$ cat src/rtl/race_game_multi.sv
// Click-race game engine for PLAYERS players sharing one red/green light.
// Tracks per-player clicks, track position and finishing place (ties share a place).
module race_game_multi #(
  parameter int PLAYERS = 4,
  parameter int CLICK_W = 5,
  parameter int STEP_W  = 3,
  parameter int PENALTY = 0
) (
  input  logic                        clk,
  input  logic                        rst,
  input  logic                        start,
  input  logic                        enable,
  input  logic                        red,
  input  logic [PLAYERS-1:0]          click,
  input  logic [CLICK_W-1:0]          max_clicks,
  input  logic [STEP_W-1:0]           max_steps,
  output logic [PLAYERS*STEP_W-1:0]   position,
  output logic [PLAYERS*4-1:0]        status,
  output logic                        running,
  output logic                        done
);

  typedef enum logic [1:0] {IDLE, RUN, DONE} state_t;

  state_t               state, state_n;
  logic [PLAYERS-1:0]   click_q, edges, locked;
  logic [CLICK_W-1:0]   clicks_r [PLAYERS];
  logic [CLICK_W-1:0]   clicks_n [PLAYERS];
  logic [STEP_W-1:0]    pos_r [PLAYERS];
  logic [STEP_W-1:0]    pos_n [PLAYERS];
  logic [3:0]           stat_r [PLAYERS];
  logic [3:0]           stat_n [PLAYERS];
  logic [2:0]           place_r, place_n;
  logic [CLICK_W-1:0]   mc_r, mc_n;
  logic [STEP_W-1:0]    ms_r, ms_n;
  logic [CLICK_W:0]     cinc;
  logic [STEP_W-1:0]    pinc;
  logic [3:0]           fin_cnt, psum;

  assign edges = click & ~click_q;

  always_ff @(posedge clk or posedge rst) begin
    if (rst) state <= IDLE;
    else     state <= state_n;
  end

  always_comb begin
    state_n = state;
    case (state)
      IDLE:    if (start) state_n = RUN;
      RUN:     if (&locked) state_n = DONE;
      DONE:    if (start) state_n = RUN;
      default: state_n = IDLE;
    endcase
  end

  always_comb begin
    running = (state == RUN);
    done    = (state == DONE);
    for (int unsigned i = 0; i < PLAYERS; i++) begin
      locked[i]                    = stat_r[i][3];
      position[i*STEP_W +: STEP_W] = pos_r[i];
      status[i*4 +: 4]             = stat_r[i];
    end
  end

  // Next-state datapath; all players evaluated in parallel, finishers this cycle share place_r.
  always_comb begin
    clicks_n = clicks_r;
    pos_n    = pos_r;
    stat_n   = stat_r;
    mc_n     = mc_r;
    ms_n     = ms_r;
    cinc     = '0;
    pinc     = '0;
    fin_cnt  = '0;
    if (state != RUN) begin
      if (start) begin
        for (int unsigned i = 0; i < PLAYERS; i++) begin
          clicks_n[i] = '0;
          pos_n[i]    = '0;
          stat_n[i]   = 4'b0000;
        end
        mc_n = (max_clicks == '0) ? CLICK_W'(1) : max_clicks;
        ms_n = (max_steps == '0) ? STEP_W'(1) : max_steps;
      end
    end else begin
      for (int unsigned i = 0; i < PLAYERS; i++) begin
        if (edges[i] && enable && !stat_r[i][3]) begin
          if (red) begin
            if (PENALTY == 0) begin
              stat_n[i] = 4'b1000;
            end else begin
              clicks_n[i] = '0;
              pos_n[i]    = '0;
            end
          end else begin
            cinc = {1'b0, clicks_r[i]} + 1'b1;
            if (cinc == {1'b0, mc_r}) begin
              clicks_n[i] = '0;
              pinc        = pos_r[i] + STEP_W'(1);
              pos_n[i]    = pinc;
              if (pinc == ms_r) begin
                stat_n[i] = {1'b1, place_r};
                fin_cnt   = fin_cnt + 4'd1;
              end
            end else begin
              clicks_n[i] = cinc[CLICK_W-1:0];
            end
          end
        end
      end
    end
    psum    = {1'b0, place_r} + fin_cnt;
    place_n = (psum > 4'd7) ? 3'd7 : psum[2:0];
    if (state != RUN && start) place_n = 3'd1;
  end

  always_ff @(posedge clk or posedge rst) begin
    if (rst) begin
      for (int unsigned i = 0; i < PLAYERS; i++) begin
        clicks_r[i] <= '0;
        pos_r[i]    <= '0;
        stat_r[i]   <= 4'b1000;
      end
      place_r <= 3'd1;
      mc_r    <= CLICK_W'(1);
      ms_r    <= STEP_W'(1);
      click_q <= '0;
    end else begin
      clicks_r <= clicks_n;
      pos_r    <= pos_n;
      stat_r   <= stat_n;
      place_r  <= place_n;
      mc_r     <= mc_n;
      ms_r     <= ms_n;
      click_q  <= click;
    end
  end

endmodule
$ cat config.mk
export PLATFORM = sky130hd
export DESIGN_NAME = race_game_multi
export DESIGN_NICKNAME = d
export VERILOG_FILES = /design/src/rtl/race_game_multi.sv
export SDC_FILE = /design/constraint.sdc
export NUM_CORES = 1
export LEC_CHECK = 0
export ABC_CLOCK_PERIOD_IN_PS = 6600
export CAP_MARGIN = 0
export CORE_ASPECT_RATIO = 0.5
export CORE_MARGIN = 1.5
export CORE_UTILIZATION = 55
export CTS_CLUSTER_DIAMETER = 100
export CTS_CLUSTER_SIZE = 28
export DETAILED_ROUTE_END_ITERATION = 10
export PLACE_DENSITY_LB_ADDON = 0.1
export SETUP_SLACK_MARGIN = 0.3
export SLEW_MARGIN = 25
export SYNTH_ARGS = -nofsm -noshare
export SYNTH_HDL_FRONTEND = slang
export SYNTH_SLANG_ARGS = --single-unit
$ cat constraint.sdc
create_clock -name clk -period 6.6 [get_ports clk]
set_input_delay 1.32 -clock clk [delete_from_list [all_inputs] [get_ports clk]]
set_output_delay 1.32 -clock clk [all_outputs]
set_load 0.05 [all_outputs]
==> results.yml, run 1 <==
sta:
  clock.fmax_mhz: 195
  fin_crit_ps: 5130
  finClkSkew_ps: 5.85
  slew_headroom: 0.393
  hold_viol: 0
  rsz0062_at_grt: "false"
  setup_tns_ps: 0
  tightest_slew_ps: 903
  period_share: 0.777
  setup_ws_ps: 1470
  slew_viol_final: 0
  setup_viol: 0
yosys:
  synth-edff-count: 0
  ys_types: 60
  ys.warnings.count: 0
  syn_area_per_cell_um2: 9.21
  yosys.area.top_type: "dfrtp_1"
  syn-num-nets: 465
  syn_inst: 433
  async_reset_ff_frac: 1.00
  ys_seq_area_frac: 0.410
  synth_top_area_share: 0.364
  ys.flop_type: "dfrtp_1"
  synth_area_leaders: "dfrtp_1, nand2_1, o21ai_0"
  syn_area_mm2: 0.00399
  ys_seq_elements: 65
pwr:
  swShare: 0.455
  p_int_uw: 1170
  seq_power_share: 0.325
  irDropWorstVdd_v: 0.000276
  p_clk_frac: 0.210
  power_frac_comb: 0.466
  p_per_area_mw_per_mm2: 451
  switchingPower_uw: 982
  finalPower_uw: 2160
  p_leak_uw: 0.00213
route:
  totalWireLength_um: 9860
  drtPass1Iterations: 4
  detail_route.wl_per_cell_um: 17.3
  route.vias.total: 3336
  drt-initial-drc-count: 229
  postRouteAntennaNets: 0
  drc: 0
  via_per_inst: 5.84
global_route:
  met2_usage: 0.424
  grt_pass1_vias: 3377
  grt_max_degree: 66
  grt.met3_usage: 0.0879
  overflow: 0
  grt_pass1_wl_um: 16700
  antenna_found_initial: 0
  grt_util_met1: 0.387
  grt_usage: 0.281
  grt-busiest-layer: "met2"
clocking:
  clk_path_buf_depth: 2
  cts_resized: 0
  cts_tree: "built"
  cts_buffers: 9
  clock_latency_ps: 340
  root_buffer: "clkbuf_16"
  clock_sinks: 65
  post_cts_buffers: 0
  htree_levels: 3
  hold_buffers: 0
  clk_pin_slew_ps: 60
placed_design:
  io_buffer_count: 46
  place.gp.congestion: 0.868
  preCtsSetupSlack_ps: 1170
  dpl.hpwl_um: 7230
floorplanning:
  rows: 21
  die_width_um: 123
  core_area_mm2: 0.00686
  die_h_um: 63.2
  die-area_mm2: 0.00780
  initial_core_util: 0.581
  io_pins: 47
worst_setup_path:
  arrival_ps: 5320
  startpoint_type: "input port"
  end_kind: "flip-flop"
  required_ps: 6790
  crit_path_max_fanout: 6
  path_class: "input port to flip-flop"
run_status:
  status: "finished, final reports clean"
layout:
  layout.nets: 506
  antenna_cells: 0
  drive_above_1_share: 0.0877
  fillers: 555
  syn_to_final_growth_pct: 19.9
run:
  max_cap_violations: 0
worst_hold_path:
  hold_class: "flip-flop to flip-flop"
synthesized netlist by cell type (all sizes together) (2+ instances only):
| cell type | n |
|---|---|
| o22ai | 6 |
| nand2 | 70 |
| dfstp | 7 |
| inv | 12 |
| nor2 | 27 |
| o21bai | 2 |
| and3 | 2 |
| mux2 | 9 |
| and3b | 2 |
| nor2b | 8 |
| o2bb2ai | 3 |
| and4bb | 3 |
| nor3 | 6 |
| mux2i | 5 |
| a2111oi | 2 |
| a31oi | 3 |
| o31ai | 6 |
| xnor3 | 2 |
| nand4 | 3 |
| nor4 | 4 |
| dfrtp | 58 |
| xor2 | 16 |
| nand2b | 14 |
| xnor2 | 23 |
| nand3 | 17 |
| ha | 14 |
| or3 | 2 |
| nand4b | 2 |
| a21oi | 9 |
| and2 | 7 |
| o21ai | 56 |
| a21o | 3 |
| clkbuf | 10 |
| buf | 8 |
final cells by class:
class / instances / area, um^2 / share of cell area
Clock inverter: 6 / 42.5 / 0.00890
Sequential cell: 65 / 1640 / 0.342
Multi-Input combinational cell: 338 / 2230 / 0.466
Tap cell: 92 / 115 / 0.0241
Clock buffer: 10 / 239 / 0.0500
Inverter: 12 / 45.0 / 0.00942
Timing Repair Buffer: 48 / 475 / 0.0995
per-stage QoR:
stage,instance area (um^2),utilization,std cells,hold WS [ps]
floorplan,3990,-,433,459
global placement,4500,0.656,555,471
detailed placement,4500,0.656,555,470
CTS,4780,0.697,571,479
global route,4780,0.697,571,503
finish,4780,0.697,571,478
metal layers:
metal	wire [um]	vias up
met5	0	-
met4	110	0
met3	737	10
met2	4380	108
met1	4620	1619
li1	-	1599
cells by family after synthesis:
group | share of synthesized area
AO/OA/AOI/OAI | 0.160
AND/OR/NAND/NOR | 0.210
multiplexers | 0.0380
adder cells (fa/ha/maj) | 0.0490
XOR/XNOR | 0.102
flip-flops | 0.410
buffers and inverters | 0.0311
layout by cell type, fill, tap and decap left out, types with 4 or more instances in the layout:
cell             count
a21oi_1              9
and2_1               6
clkbuf_16            9
clkdlybuf4s50_1     46
dfrtp_1             58
dfstp_2              7
ha_1                14
inv_1               10
mux2_1               6
mux2i_1              5
nand2_1             69
nand2b_1            14
nand3_1             16
nor2_1              27
nor2b_1              8
nor3_1               6
nor4_1               4
o21ai_0             47
o21ai_1              8
o22ai_1              5
o31ai_1              6
xnor2_1             22
xor2_1              16
critical path, stage by stage:
cell,delay [ps]
clkdlybuf4s50_1,510
nand4bb_1,320
nor3_1,240
and3_1,180
ha_1,240
nand2_1,110
o41ai_4,110
nor2b_1,160
ha_1,330
mux2i_1,180
nor2_1,60
ha_1,280
inv_1,50
mux2i_1,50
and2_1,190
ha_1,290
a21o_1,170
a21oi_1,200
xnor2_1,200
a21oi_1,120
power groups by stage:
stage | clock network (uW) | registers (uW) | logic [uW]
finish | 452 | 700 | 1000
global route | 479 | 723 | 1100
CTS | 456 | 700 | 998
detailed placement | 0 | 705 | 993
global placement | 0 | 695 | 962
floorplan | 0 | 774 | 648
state kept, by name, indices dropped and copies added, names as in the netlist:
name / cells
clicks_r: 20
status: 16
position: 12
mc_r: 5
click_q: 4
ms_r: 3
place_r: 3
state: 2
final timing paths:
kind                               from     endpoint  slack [ps]  cells after the start
max                              enable   place_r[1]        1470                     20
min                          status[15]   status[15]         480                      2
max reg2reg                clicks_r[15]   place_r[1]        2120                     21
min reg2reg                  status[15]   status[15]         480                      2
max in group asynchronous           rst  position[2]        4520                      3
min in group asynchronous           rst  clicks_r[0]        1540                      3
Power figures use the tool's default switching activity.
==> run 2, diff against run 1 <==
--- a/config.mk
+++ b/config.mk
@@ -5,11 +5,11 @@
 export SDC_FILE = /design/constraint.sdc
 export NUM_CORES = 1
 export LEC_CHECK = 0
-export ABC_CLOCK_PERIOD_IN_PS = 6600
+export ABC_CLOCK_PERIOD_IN_PS = 4700
 export CAP_MARGIN = 0
 export CORE_ASPECT_RATIO = 0.5
 export CORE_MARGIN = 1.5
-export CORE_UTILIZATION = 55
+export CORE_UTILIZATION = 51
 export CTS_CLUSTER_DIAMETER = 100
 export CTS_CLUSTER_SIZE = 28
 export DETAILED_ROUTE_END_ITERATION = 10
==> constraint.sdc (replaced) <==
create_clock -name clk -period 4.7 [get_ports clk]
set_input_delay 0.94 -clock clk [delete_from_list [all_inputs] [get_ports clk]]
set_output_delay 0.94 -clock clk [all_outputs]
set_load 0.05 [all_outputs]
==> results.yml, run 2 (synthesized netlist as in run 1, its figures left out) <==
layout:
  fin_util: 0.677
  final-seq-area_mm2: 0.00164
  fillers: 594
  regMostFlops: "clicks_r"
  multi_input_area_mm2: 0.00227
  largest_reg_flops: 20
  final_common_cell: "nand2_1"
  antenna_cells: 0
  drive_above_1_share: 0.141
  layout_common_cells: "nand2_1, dfrtp_1, o21ai_0, clkdlybuf4s50_1, nor2_1"
  final_cell_count_no_fill: 604
  syn_to_final_growth_pct: 26.8
  layout.nets: 523
route:
  drc: 0
  detail_route.wl_per_cell_um: 16.7
  via_per_inst: 5.57
  drtPass1Iterations: 4
  postRouteAntennaNets: 0
  drt-initial-drc-count: 224
  route.vias.total: 3365
  totalWireLength_um: 10100
clocking:
  cts_buffers: 9
  cts_tree: "built"
  clock_sinks: 65
  clock_latency_ps: 340
  root_buffer: "clkbuf_16"
  clk_path_buf_depth: 2
  clk_pin_slew_ps: 60
  htree_levels: 3
  hold_buffers: 0
sta:
  hold_viol: 0
  slew_headroom: 0.400
  clock.fmax_mhz: 238
  finClkSkew_ps: 3.63
  rsz0062_at_grt: "false"
  period_share: 0.894
  fin_crit_ps: 4200
  slew_viol_final: 0
  setup_viol: 0
  tightest_slew_ps: 893
pwr:
  seq_power_share: 0.297
  switchingPower_uw: 1390
  power_frac_comb: 0.460
  p_leak_uw: 0.00227
  p_clk_frac: 0.242
  swShare: 0.427
  p_per_area_mw_per_mm2: 644
  irDropWorstVdd_v: 0.000375
  p_int_uw: 1860
floorplanning:
  die_width_um: 128
  die-area_mm2: 0.00839
  io_pins: 47
  rows: 22
  die_h_um: 65.5
  core_area_mm2: 0.00746
  initial_core_util: 0.534
worst_setup_path:
  crit_path_max_fanout: 5
  startpoint: "position[3]"
  startpoint_type: "flip-flop"
  arrival_ps: 4400
  required_ps: 4900
  end_kind: "flip-flop"
  rr_startpoint: "position[3]"
  path_class: "flip-flop to flip-flop"
placed_design:
  place.gp.congestion: 0.882
  dp.cells: 579
  io_buffer_count: 46
  dpl.hpwl_um: 7390
global_route:
  grt_pass1_wl_um: 16800
  overflow: 0
  grt_pass1_vias: 3406
  grt_usage: 0.265
  antenna_found_initial: 0
  grt_max_degree: 51
worst_hold_path:
  min_from: "status[15]"
  hold_class: "flip-flop to flip-flop"
run:
  max_cap_violations: 0
run_status:
  status: "finished, final reports clean"
[run 2: final timing paths]
path,to,slack [ps],cells after the start
max,place_r[1],500,20
max in group asynchronous,status[3],2850,3
max reg2reg,place_r[1],500,20
min,status[15],480,2
min in group asynchronous,clicks_r[0],1060,2
min reg2reg,status[15],480,2
[run 2: area by class of cell]
class	count	area share
multi-input combinational	338	0.450
sequential	65	0.324
timing repair buffer	65	0.121
clock buffer	10	0.0473
tap	108	0.0267
clock inverter	6	0.0225
inverter	12	0.00916
[run 2: power groups by stage]
stage | registers (uW) | clock network (uW) | logic [uW]
after floorplan | 1090 | 0 | 910
after global placement | 961 | 0 | 1390
after detailed placement | 969 | 0 | 1430
after CTS | 963 | 797 | 1440
after global routing | 998 | 823 | 1640
final | 967 | 788 | 1500
[run 2: critical path, stage by stage, from the launching register on]
cell and delay, ps:
dfrtp_1 430, ha_1 260, xnor2_1 200, xnor2_1 110
nor3_1 460, ha_4 300, nand2_2 70, o41ai_4 80
nor2b_1 140, ha_1 300, mux2i_1 220, nor2_1 70
ha_1 270, inv_1 50, mux2i_1 60, and2_4 160
ha_1 260, a21o_1 170, a21oi_2 170, xnor2_2 170
a21oi_1 100
[run 2: metal layers]
layer / track usage / up-vias / share of wire
li1: - / 1627 / -
met1: 0.354 / 1639 / 0.47
met2: 0.432 / 87 / 0.46
met3: 0.0725 / 12 / 0.065
met4: 0.0674 / 0 / 0.012
met5: 0 / - / 0
[run 2: what timing repair did]
action                     in CTS  in global routing
resized for setup               2                 12
setup endpoints to repair       2                  3
buffers inserted                3                  6
pin swaps                       1                 10
[run 2: metrics by stage]
stage	worst slack (ps)	hold slack [ps]	total power [uW]	setup TNS, ps	cell area [um^2]
5_1_grt	305	515	3460	0	5050
4_1_cts	306	480	3200	0	4960
2_1_floorplan	537	459	2000	0	3990
3_5_place_dp	-85.4	469	2400	-176	4580
6_report	496	483	3250	0	5050
3_3_place_gp	104	471	2350	0	4580
==> run 3, diff against run 2 <==
--- a/config.mk
+++ b/config.mk
@@ -5,14 +5,15 @@
 export SDC_FILE = /design/constraint.sdc
 export NUM_CORES = 1
 export LEC_CHECK = 0
-export ABC_CLOCK_PERIOD_IN_PS = 4700
+export ABC_CLOCK_PERIOD_IN_PS = 4200
 export CAP_MARGIN = 0
 export CORE_ASPECT_RATIO = 0.5
 export CORE_MARGIN = 1.5
-export CORE_UTILIZATION = 51
+export CORE_UTILIZATION = 55
 export CTS_CLUSTER_DIAMETER = 100
 export CTS_CLUSTER_SIZE = 28
 export DETAILED_ROUTE_END_ITERATION = 10
+export HOLD_SLACK_MARGIN = 0.06
 export PLACE_DENSITY_LB_ADDON = 0.1
 export SETUP_SLACK_MARGIN = 0.3
 export SLEW_MARGIN = 25
==> constraint.sdc (replaced) <==
create_clock -name clk -period 4.2 [get_ports clk]
set_input_delay 0.84 -clock clk [delete_from_list [all_inputs] [get_ports clk]]
set_output_delay 0.84 -clock clk [all_outputs]
set_load 0.05 [all_outputs]
==> results.yml, run 3 (synthesized netlist as in run 1, its figures left out) <==
worst_setup_path:
  crit_path_max_fanout: 7
  crit_slowest_cell: "dfrtp_2"
  end_kind: "flip-flop"
  slowest_delay_ps: 440
  crit_family: "compound AO/OA/AOI/OAI gates"
  path_cells: "ha_4 -> and3b_1 -> o22ai_1 -> a2111oi_4 -> o41ai_4 -> nor2b_4 -> ha_4 -> mux2i_1 -> nor2_1 -> ha_1 -> inv_1 -> mux2i_1 -> and2_1 -> ha_1 -> a21o_1 -> a21oi_2 -> xnor2_2 -> a21oi_1"
  startpoint_type: "flip-flop"
  required_ps: 4420
  path_class: "flip-flop to flip-flop"
  critPathBufInv: 1
  arrival_ps: 4190
sta:
  rsz0062_at_grt: "true"
  fin_crit_ps: 3970
  slew_headroom: 0.319
  slew_viol_final: 0
  finClkSkew_ps: 5.97
  setup_viol: 0
  hold_viol: 0
  tightest_slew_ps: 1010
  period_share: 0.945
  clock.fmax_mhz: 252
  setup_tns_ps: 0
layout:
  layout.nets: 542
  regMostFlops: "clicks_r"
  fillers: 451
  final-seq-area_mm2: 0.00165
  final_common_cell: "nand2_1"
  layout_common_cells: "nand2_1, dfrtp_1, o21ai_0, clkdlybuf4s50_1, buf_4"
  largest_reg_flops: 20
  syn_to_final_growth_pct: 32.5
  antenna_cells: 0
  drive_above_1_share: 0.223
  multi_input_area_mm2: 0.00242
worst_hold_path:
  hold_class: "flip-flop to flip-flop"
route:
  drc: 0
  drtPass1Iterations: 5
  totalWireLength_um: 10900
  via_per_inst: 5.95
  postRouteAntennaNets: 0
  route.vias.total: 3614
  detail_route.wl_per_cell_um: 17.9
  drt-initial-drc-count: 271
clocking:
  clock_latency_ps: 340
  cts_buffers: 9
  hold_buffers: 0
  root_buffer: "clkbuf_16"
  clk_path_buf_depth: 2
  clock_sinks: 65
  clk_pin_slew_ps: 50
  htree_levels: 3
  cts_tree: "built"
placed_design:
  io_buffer_count: 46
  place.gp.congestion: 0.926
  dpl.hpwl_um: 7460
pwr:
  irDropWorstVdd_v: 0.000496
  p_leak_uw: 0.00234
  p_per_area_mw_per_mm2: 721
  finalPower_uw: 3800
global_route:
  antenna_found_initial: 0
  grt_max_degree: 56
  overflow: 0
  grt_usage: 0.293
  grt_pass1_vias: 3546
  grt_pass1_wl_um: 17400
floorplanning:
  die_h_um: 63.2
  io_pins: 47
  core_area_mm2: 0.00686
  die-area_mm2: 0.00780
  die_width_um: 123
  initial_core_util: 0.581
  rows: 21
run:
  max_cap_violations: 0
run_status:
  status: "finished, final reports clean"
[run 3: tightest hold or removal path, delay by kind of cell (launching register included)]
family,cells,cell delay [ps]
and+or+nand+nor,2,90
DFF,1,380
[run 3: area by class of cell]
cell class              count  area share
well taps                  92      0.0218
inverters                  12     0.00900
clock inverters             2     0.00664
flip-flops and latches     65       0.312
multi-input cells         338       0.459
repair buffers             84       0.140
clock buffers              14      0.0519
[run 3: path summary, 6_finish.rpt]
| kind | end | startpoint | slack, ps | depth (start not counted) |
|---|---|---|---|---|
| max | place_r[1] | clicks_r[10] | 230 | 18 |
| min | status[15] | status[15] | 480 | 2 |
| max reg2reg | place_r[1] | clicks_r[10] | 230 | 18 |
| min reg2reg | status[15] | status[15] | 480 | 2 |
| max in group asynchronous | ms_r[0] | rst | 2520 | 3 |
| min in group asynchronous | status[14] | rst | 970 | 2 |
[run 3: metal layers]
metal  vias to the layer above  wire length [um]  GRT usage
met5                         -                 0          0
li1                       1662                 -          -
met2                       137              5120      0.463
met4                         0               157     0.0963
met3                        20               853     0.0842
met1                      1795              4760      0.391
[run 3: stage by stage]
stage	cells	worst slack, ps	utilization	hold WS [ps]	instance area, um^2
after floorplan	433	304	-	459	4020
after global placement	570	-189	0.677	470	4650
after detailed placement	570	-351	0.678	474	4650
after CTS	596	239	0.745	482	5110
after global routing	607	65.1	0.770	502	5280
final	607	230	0.770	481	5280
[run 3: timing repair]
action / in CTS / in global routing
setup buffers: 10 / 11
pin swaps: 13 / 19
gates resized for setup: 20 / 21
endpoints found under the setup margin: 3 / 3
[run 3: power by group]
group / internal, uW / switching [uW] / total, uW
clock network: 507 / 270 / 777
registers: 835 / 257 / 1090
logic: 821 / 1110 / 1940
